==> src/rtl/tag_symbol_scheduler.sv <==
// Serialises payload bytes into 2-bit phase symbols (LSB dibit first) for the tag phase
// modulator, starting a fixed preamble holdoff after each excitation-packet start pulse.
module tag_symbol_scheduler #(
   parameter int SYMBOL_CYCLES = 20,
   parameter int DELAY_CYCLES  = 3840,
   parameter int LEN_WIDTH     = 8
) (
   input  logic                 clock,
   input  logic                 reset,
   input  logic                 start,
   input  logic [LEN_WIDTH-1:0] frame_len,
   input  logic [7:0]           byte_data,
   input  logic                 byte_valid,
   output logic                 byte_ready,
   output logic                 trigger_signal,
   output logic [1:0]           state_input,
   output logic                 busy,
   output logic                 done,
   output logic                 underrun
);
   localparam int DW = (DELAY_CYCLES > 1) ? $clog2(DELAY_CYCLES) : 1;
   localparam int SW = $clog2(SYMBOL_CYCLES);
   localparam logic [DW-1:0] DELAY_LAST = DW'(DELAY_CYCLES - 1);
   localparam logic [SW-1:0] SYM_LAST   = SW'(SYMBOL_CYCLES - 1);

   typedef enum logic [1:0] {ST_IDLE, ST_DELAY, ST_RUN, ST_DONE} state_t;

   state_t               state_q, state_d;
   logic [DW-1:0]        delay_cnt_q, delay_cnt_d;
   logic [SW-1:0]        sym_cnt_q, sym_cnt_d;
   logic [1:0]           dib_cnt_q, dib_cnt_d;
   logic [LEN_WIDTH-1:0] bytes_left_q, bytes_left_d;
   logic [7:0]           shift_q, shift_d;
   logic [7:0]           hold_q, hold_d;
   logic                 hold_full_q, hold_full_d;
   logic                 trigger_q, trigger_d;
   logic [1:0]           sym_q, sym_d;
   logic                 busy_q, busy_d;
   logic                 done_q, done_d;
   logic                 underrun_q, underrun_d;
   logic                 load_byte;
   logic [7:0]           next_byte;

   // An empty holding register at a byte boundary still consumes the slot, as zeros.
   assign next_byte = hold_full_q ? hold_q : 8'h00;

   always_comb begin
      state_d      = state_q;
      delay_cnt_d  = delay_cnt_q;
      sym_cnt_d    = sym_cnt_q;
      dib_cnt_d    = dib_cnt_q;
      bytes_left_d = bytes_left_q;
      shift_d      = shift_q;
      hold_d       = hold_q;
      hold_full_d  = hold_full_q;
      trigger_d    = trigger_q;
      sym_d        = sym_q;
      busy_d       = busy_q;
      done_d       = done_q;
      underrun_d   = underrun_q;
      load_byte    = 1'b0;

      case (state_q)
         ST_IDLE: begin
            if (start) begin
               underrun_d = 1'b0;
               if (frame_len != '0) begin
                  state_d      = ST_DELAY;
                  delay_cnt_d  = '0;
                  bytes_left_d = frame_len;
                  busy_d       = 1'b1;
               end else begin
                  state_d = ST_DONE;
                  done_d  = 1'b1;
               end
            end
         end
         ST_DELAY: begin
            if (delay_cnt_q == DELAY_LAST) begin
               state_d   = ST_RUN;
               load_byte = 1'b1;
            end else begin
               delay_cnt_d = delay_cnt_q + 1'b1;
            end
         end
         ST_RUN: begin
            if (sym_cnt_q == SYM_LAST) begin
               sym_cnt_d = '0;
               if (dib_cnt_q == 2'd3) begin
                  if (bytes_left_q == LEN_WIDTH'(1)) begin
                     state_d   = ST_DONE;
                     trigger_d = 1'b0;
                     sym_d     = 2'b00;
                     busy_d    = 1'b0;
                     done_d    = 1'b1;
                  end else begin
                     bytes_left_d = bytes_left_q - 1'b1;
                     load_byte    = 1'b1;
                  end
               end else begin
                  dib_cnt_d = dib_cnt_q + 1'b1;
                  sym_d     = shift_q[3:2];
                  shift_d   = {2'b00, shift_q[7:2]};
               end
            end else begin
               sym_cnt_d = sym_cnt_q + 1'b1;
            end
         end
         default: begin
            state_d = ST_IDLE;
            done_d  = 1'b0;
         end
      endcase

      if (load_byte) begin
         shift_d   = next_byte;
         sym_d     = next_byte[1:0];
         trigger_d = 1'b1;
         sym_cnt_d = '0;
         dib_cnt_d = 2'd0;
         if (hold_full_q) hold_full_d = 1'b0;
         else             underrun_d  = 1'b1;
      end

      // Accept only when empty, so this never collides with a drain on the same edge.
      if (byte_valid && !hold_full_q) begin
         hold_d      = byte_data;
         hold_full_d = 1'b1;
      end
   end

   always_ff @(posedge clock or negedge reset) begin
      if (!reset) begin
         state_q      <= ST_IDLE;
         delay_cnt_q  <= '0;
         sym_cnt_q    <= '0;
         dib_cnt_q    <= 2'd0;
         bytes_left_q <= '0;
         shift_q      <= 8'h00;
         hold_q       <= 8'h00;
         hold_full_q  <= 1'b0;
         trigger_q    <= 1'b0;
         sym_q        <= 2'b00;
         busy_q       <= 1'b0;
         done_q       <= 1'b0;
         underrun_q   <= 1'b0;
      end else begin
         state_q      <= state_d;
         delay_cnt_q  <= delay_cnt_d;
         sym_cnt_q    <= sym_cnt_d;
         dib_cnt_q    <= dib_cnt_d;
         bytes_left_q <= bytes_left_d;
         shift_q      <= shift_d;
         hold_q       <= hold_d;
         hold_full_q  <= hold_full_d;
         trigger_q    <= trigger_d;
         sym_q        <= sym_d;
         busy_q       <= busy_d;
         done_q       <= done_d;
         underrun_q   <= underrun_d;
      end
   end

   assign byte_ready     = !hold_full_q;
   assign trigger_signal = trigger_q;
   assign state_input    = sym_q;
   assign busy           = busy_q;
   assign done           = done_q;
   assign underrun       = underrun_q;

endmodule

==> config.mk <==
export PLATFORM = sky130hd
export DESIGN_NAME = tag_symbol_scheduler
export DESIGN_NICKNAME = d
export VERILOG_FILES = /design/src/rtl/tag_symbol_scheduler.sv
export SDC_FILE = /design/constraint.sdc
export NUM_CORES = 1
export LEC_CHECK = 0
export ABC_AREA = 1
export BUFFER_PORTS_ARGS = -buffer_cell sky130_fd_sc_hd__buf_2
export CORE_AREA = 4 4 60 117
export CTS_CLUSTER_SIZE = 30
export DETAILED_ROUTE_END_ITERATION = 8
export DIE_AREA = 0 0 64 121
export PLACE_DENSITY = 0.7
export SYNTH_ARGS = -nofsm -noshare
export SYNTH_HDL_FRONTEND = slang
export SYNTH_SLANG_ARGS = --single-unit
==> constraint.sdc <==
create_clock -name clock -period 1.7 [get_ports clock]
set_input_delay 0.34 -clock clock [delete_from_list [all_inputs] [get_ports clock]]
set_output_delay 0.34 -clock clock [all_outputs]
set_load 0.01 [all_outputs]
# == Word-level counts from Yosys, hierarchy flattened ==
# Index checks and enable logic that the tools add are counted.
# op_classes
n_addsub,4
eq_ne,17
muxes,59
bitwise_logic,1
reduce_logical,19
# ops
op,n
8-bit 2-to-1 mux,10
12-bit 2-to-1 mux,3
2-bit 2-to-1 mux,15
12-bit one-hot mux with 2 select lines,1
1-bit 2-to-1 mux,22
2-bit != test (second input constant),10
6-bit AND reduction,3
8-bit one-hot mux with 2 select lines,1
5-bit 2-to-1 mux,3
2-bit nonzero test,7
12-bit by 1-bit adder with 12-bit output (second input constant),1
12-bit equality test (second input constant),1
8-bit by 1-bit equality test with 1-bit output (second input constant),1
4-bit AND reduction,2
8-bit nonzero test,1
8-bit by 1-bit subtractor with 8-bit output (second input constant),1
2-bit one-hot mux with 3 select lines,1
3-bit AND reduction,2
5-bit by 1-bit adder with 5-bit output (second input constant),1
5-bit equality test (second input constant),1
5-bit AND reduction,1
2-bit equality test (second input constant),2
1-bit one-hot mux with 2 select lines,2
3-bit by 2-bit != test with 1-bit output (second input constant),1
other kinds (7),7
# word_totals
ff_bits,52
in_bits,20

# == Longest topological paths before layout ==
# depth
word_depth,7
mapped_depth,13

# == Least setup slack after synthesis ==
# Ideal clock, no wire load.
# synth_timing
path_kind,register -> register
startpoint,register state_q[0]
endpoint,register shift_q[3]
setup_time_ps,113
t_arrival_ps,1546
setup_slack_ps,41
stages_incl_launch_ff,13
n_path_buf,2
synth_period_minus_slack_ps,1659
path_cell_list,dfrtp_1 -> inv_1 -> ha_1 -> buf_2 -> inv_2 -> nor2_4 -> nand2_1 -> buf_2 -> or2_1 -> nand2_1 -> nand2_1 -> nand2_1 -> inv_1
# synth_via
elab_chain_cells,4
word_cells_on_any_way,8
# synth_rtl
element,line,source
"start, declared",28,"state_t state_q, state_d;"
"start signal, assigned",148,state_q <= state_d;
2-bit equality test or 2-bit by 1-bit equality test with 1-bit output (tied branches),63,case (state_q)
1-bit one-hot mux with 2 select lines,63,
2-bit != test (no line) or 2-bit nonzero test (tied branches),n/a,
3-bit AND reduction (no line),n/a,
"end signal, assigned",153,shift_q <= shift_d;
"end, declared",33,"logic [7:0] shift_q, shift_d;"
# Parallel ways exist; a longest one is shown, timed or not.
# A chain may end at the register's enable or synchronous reset.

# == Worst setup path after layout ==
# layout_timing
startpoint,register state_q[1]
endpoint,register bytes_left_q[2]
# layout_via
elab_chain_cells,3
word_cells_on_any_way,10
# layout_rtl
element,line,source
2-bit equality test or 2-bit zero test (tied branches),63,
2-bit != test (no line) or 2-bit nonzero test (tied branches),n/a,
6-bit AND reduction (no line),n/a,
"end signal, assigned",152,bytes_left_q <= bytes_left_d;
"end, declared",32,"logic [LEN_WIDTH-1:0] bytes_left_q, bytes_left_d;"
# Parallel ways exist; a longest one is shown, timed or not.

==> impl_results.md <==
* Cell area after synthesis at around 3000 um^2
* Detailed placement HPWL at roughly 4.8 mm
* Drt first pass iters at 5
* Final setup violation count at 0
* Rows at 41
* Inserted Clock Buffers at 5
* Die area at a little under 8000 um^2
* Primary FF master, synth: dfrtp_1
* CP max FO at 7
* RePlAce Congestion at about 0.85
* Synthesized flop and latch total at 50
* GR Overflow Total at 0
* Vias in the first global route at 2452
* Leading cell type in the layout, fill and taps excluded: nand2_1
* Post-Route WL at approximately 6.4 mm
* Max VDD drop at 0.979 mV
* P_leak at about 1.9 nW
* IO buf count at 26
* Setup CP Type: flop to flop
* Max cap viols at 0
* Setup TNS at 0 ps
* Worst hold path type: primary input to async pin
* Tmin final at between 1500 and 2000 ps
* FFs w/ async S/R, synth at 1.00
* Yosys warning count at 0
* CTS tree: yes
* Syn avg cell area at between 7 and 8 um^2
* Hold_buf cts at 0
* Slew @ Worst Pin at 468 ps
* Die Height at between 100 and 150 um
* Hold Vio Cnt, Final at 6
* Sequential area share after synthesis at 0.419
* Synth unique cells at 32
* Layout Area Growth over Synthesis at 22.5%
* RR Endpoint: bytes_left_q[2]
* Die width at 64 um
* Arr. time, crit path at 1800 ps
* Largest net degree at the start of global routing at 32
* Fin Clk Skew at between 3 and 4 ps
* Clk_lat worst skew at 290 ps
* DR iter-0 viols at about 200
* GRT Util Overall at 0.179
* Slew Limit Fails at 0
* Worst hold slack at -5.16 ps
* Failing checks: negative hold slack
* Routed wire per std cell at 12.2 um
* Max_slew headroom at 0.688
* Synth Net Count at 420
* Sink Count at 50
* Nets at between 400 and 500
* EDFF count, synth at 0
* Starting Density at 0.481
* Status: finished with violations
* Via density at between 4 and 5
* Crit end category: flop
* Final Cycle Share at 0.955
* Worst setup SP type: flop
* Max Root-Sink Buffers at 2
* Post-Syn Instances at a little under 400
* Data required time of the critical path at 1870 ps
* First-pass GRT wire length at 11.1 mm
* Clock slew at the register clock pins of the worst setup and hold paths at approximately 60 ps
* Drt drc at 0
* F_max at 0.616 GHz
* RSZ-0062 raised after global routing: yes
* CTS Root Cell: clkbuf_16
* Worst R2R Setup Slack at 80 ps
* Post-route ant nets at 0
* H-tree depth at 2
* Reg-to-reg critical path startpoint: state_q[1]
* Reg2reg path depth at 9
* Initial antenna violation count at 0
* Core Area at a little over 6000 um^2
* Power Density at between 1000 and 1500 nW/um^2
* IO Count at 27
* Most frequent cells in the layout: 107 x nand2_1, 50 x dfrtp_1, 34 x inv_1
* Share of layout cells above drive strength 1 at 0.263
* Via count at between 2000 and 3000
* Diodes inserted at 0
cell type report:
class,instances,area [um^2]
sequential,50,1250
tap,86,108
inverter,42,158
timing repair buffer,54,390
fill,572,2550
clock buffer,6,129
clock inverter,2,37.5
multi-input combinational,287,1590
where the power goes:
part / leakage (nW) / internal (W) / switching, W / total (W)
registers: 0.668 / 0.00142 / 0.000187 / 0.00160
logic: 1.13 / 0.000906 / 0.00131 / 0.00222
clock network: 0.0771 / 0.000695 / 0.000439 / 0.00113
sequential cells by signal, indices dropped and copies added, names as in the netlist, 2 cells and up:
signal,flops
bytes_left_q,8
delay_cnt_q,12
dib_cnt_q,2
hold_q,8
shift_q,6
state_input,2
state_q,2
sym_cnt_q,5
critical path, stage by stage (launching register included):
cell and delay (ps):
dfrtp_1 420, inv_1 150, ha_4 190, inv_1 70, o21a_2 230, nand2_2 100
nor2_4 50, buf_4 160, nand2_1 60, o21ai_0 80
what timing repair did:
item | CTS | global route
endpoints found under the hold margin | 0 | 0
endpoints found under the setup margin | 0 | 36
resized for setup | 0 | 26
setup buffers | 0 | 2
through the flow:
step	instances	setup WS [ps]	utilization	total power (W)	area, um^2
after floorplan	391	41.5	-	0.00299	2990
after global placement	516	86.4	0.541	0.00359	3360
after detailed placement	516	67.3	0.541	0.00361	3360
after CTS	524	34.5	0.568	0.00476	3530
after global routing	527	-80.0	0.590	0.00534	3660
final	527	76.8	0.590	0.00495	3660
metal layers:
layer / up-vias / global-route usage / wire length, um
li1: 1338 / - / -
met1: 1200 / 0.224 / 2790
met2: 42 / 0.302 / 3270
met3: 11 / 0.0297 / 246
met4: 0 / 0.0731 / 112
met5: - / 0 / 0
cell usage after synthesis, types with 2 or more instances:
library cell | instances | area share
nand3b_1 | 4 | 0.010
inv_2 | 6 | 0.0075
or2_2 | 2 | 0.0042
nor2_2 | 7 | 0.015
buf_2 | 5 | 0.0084
nand2_4 | 2 | 0.0075
mux2_2 | 8 | 0.030
xor2_1 | 11 | 0.032
inv_1 | 36 | 0.045
clkbuf_1 | 2 | 0.0025
nor2_1 | 31 | 0.039
nor3_1 | 6 | 0.010
nand3_1 | 32 | 0.054
o21ai_0 | 24 | 0.040
nor2_4 | 3 | 0.011
nand2_2 | 4 | 0.0084
dfrtp_1 | 50 | 0.42
o21ai_1 | 13 | 0.022
nand4_1 | 4 | 0.0084
nand2_1 | 116 | 0.15
buf_6 | 3 | 0.011
ha_1 | 9 | 0.038
a21oi_1 | 4 | 0.0067
cells by family (layout without fill, tap and decap cells):
family	Yosys count	after routing	synth area share
flops	50	50	0.419
compound gates	44	44	0.0762
buf+inv	54	104	0.0791
mux	8	8	0.0302
xor+xnor	11	11	0.0322
simple gates	215	215	0.326
fa+ha+maj	9	9	0.0377
worst max-delay path by stage:
| stage | startpoint | endpoint | slack [ps] | depth (start not counted) |
|---|---|---|---|---|
| after floorplan | state_q[0] | shift_q[3] | 40 | 12 |
| after global placement | state_q[0] | bytes_left_q[2] | 90 | 9 |
| after detailed placement | state_q[0] | shift_q[4] | 70 | 12 |
| after CTS | state_q[0] | bytes_left_q[2] | 30 | 9 |
| after global routing | bytes_left_q[1] | state_q[0] | -80 | 10 |
| final | state_q[1] | bytes_left_q[2] | 80 | 9 |
(Power assumes the default switching activity.)
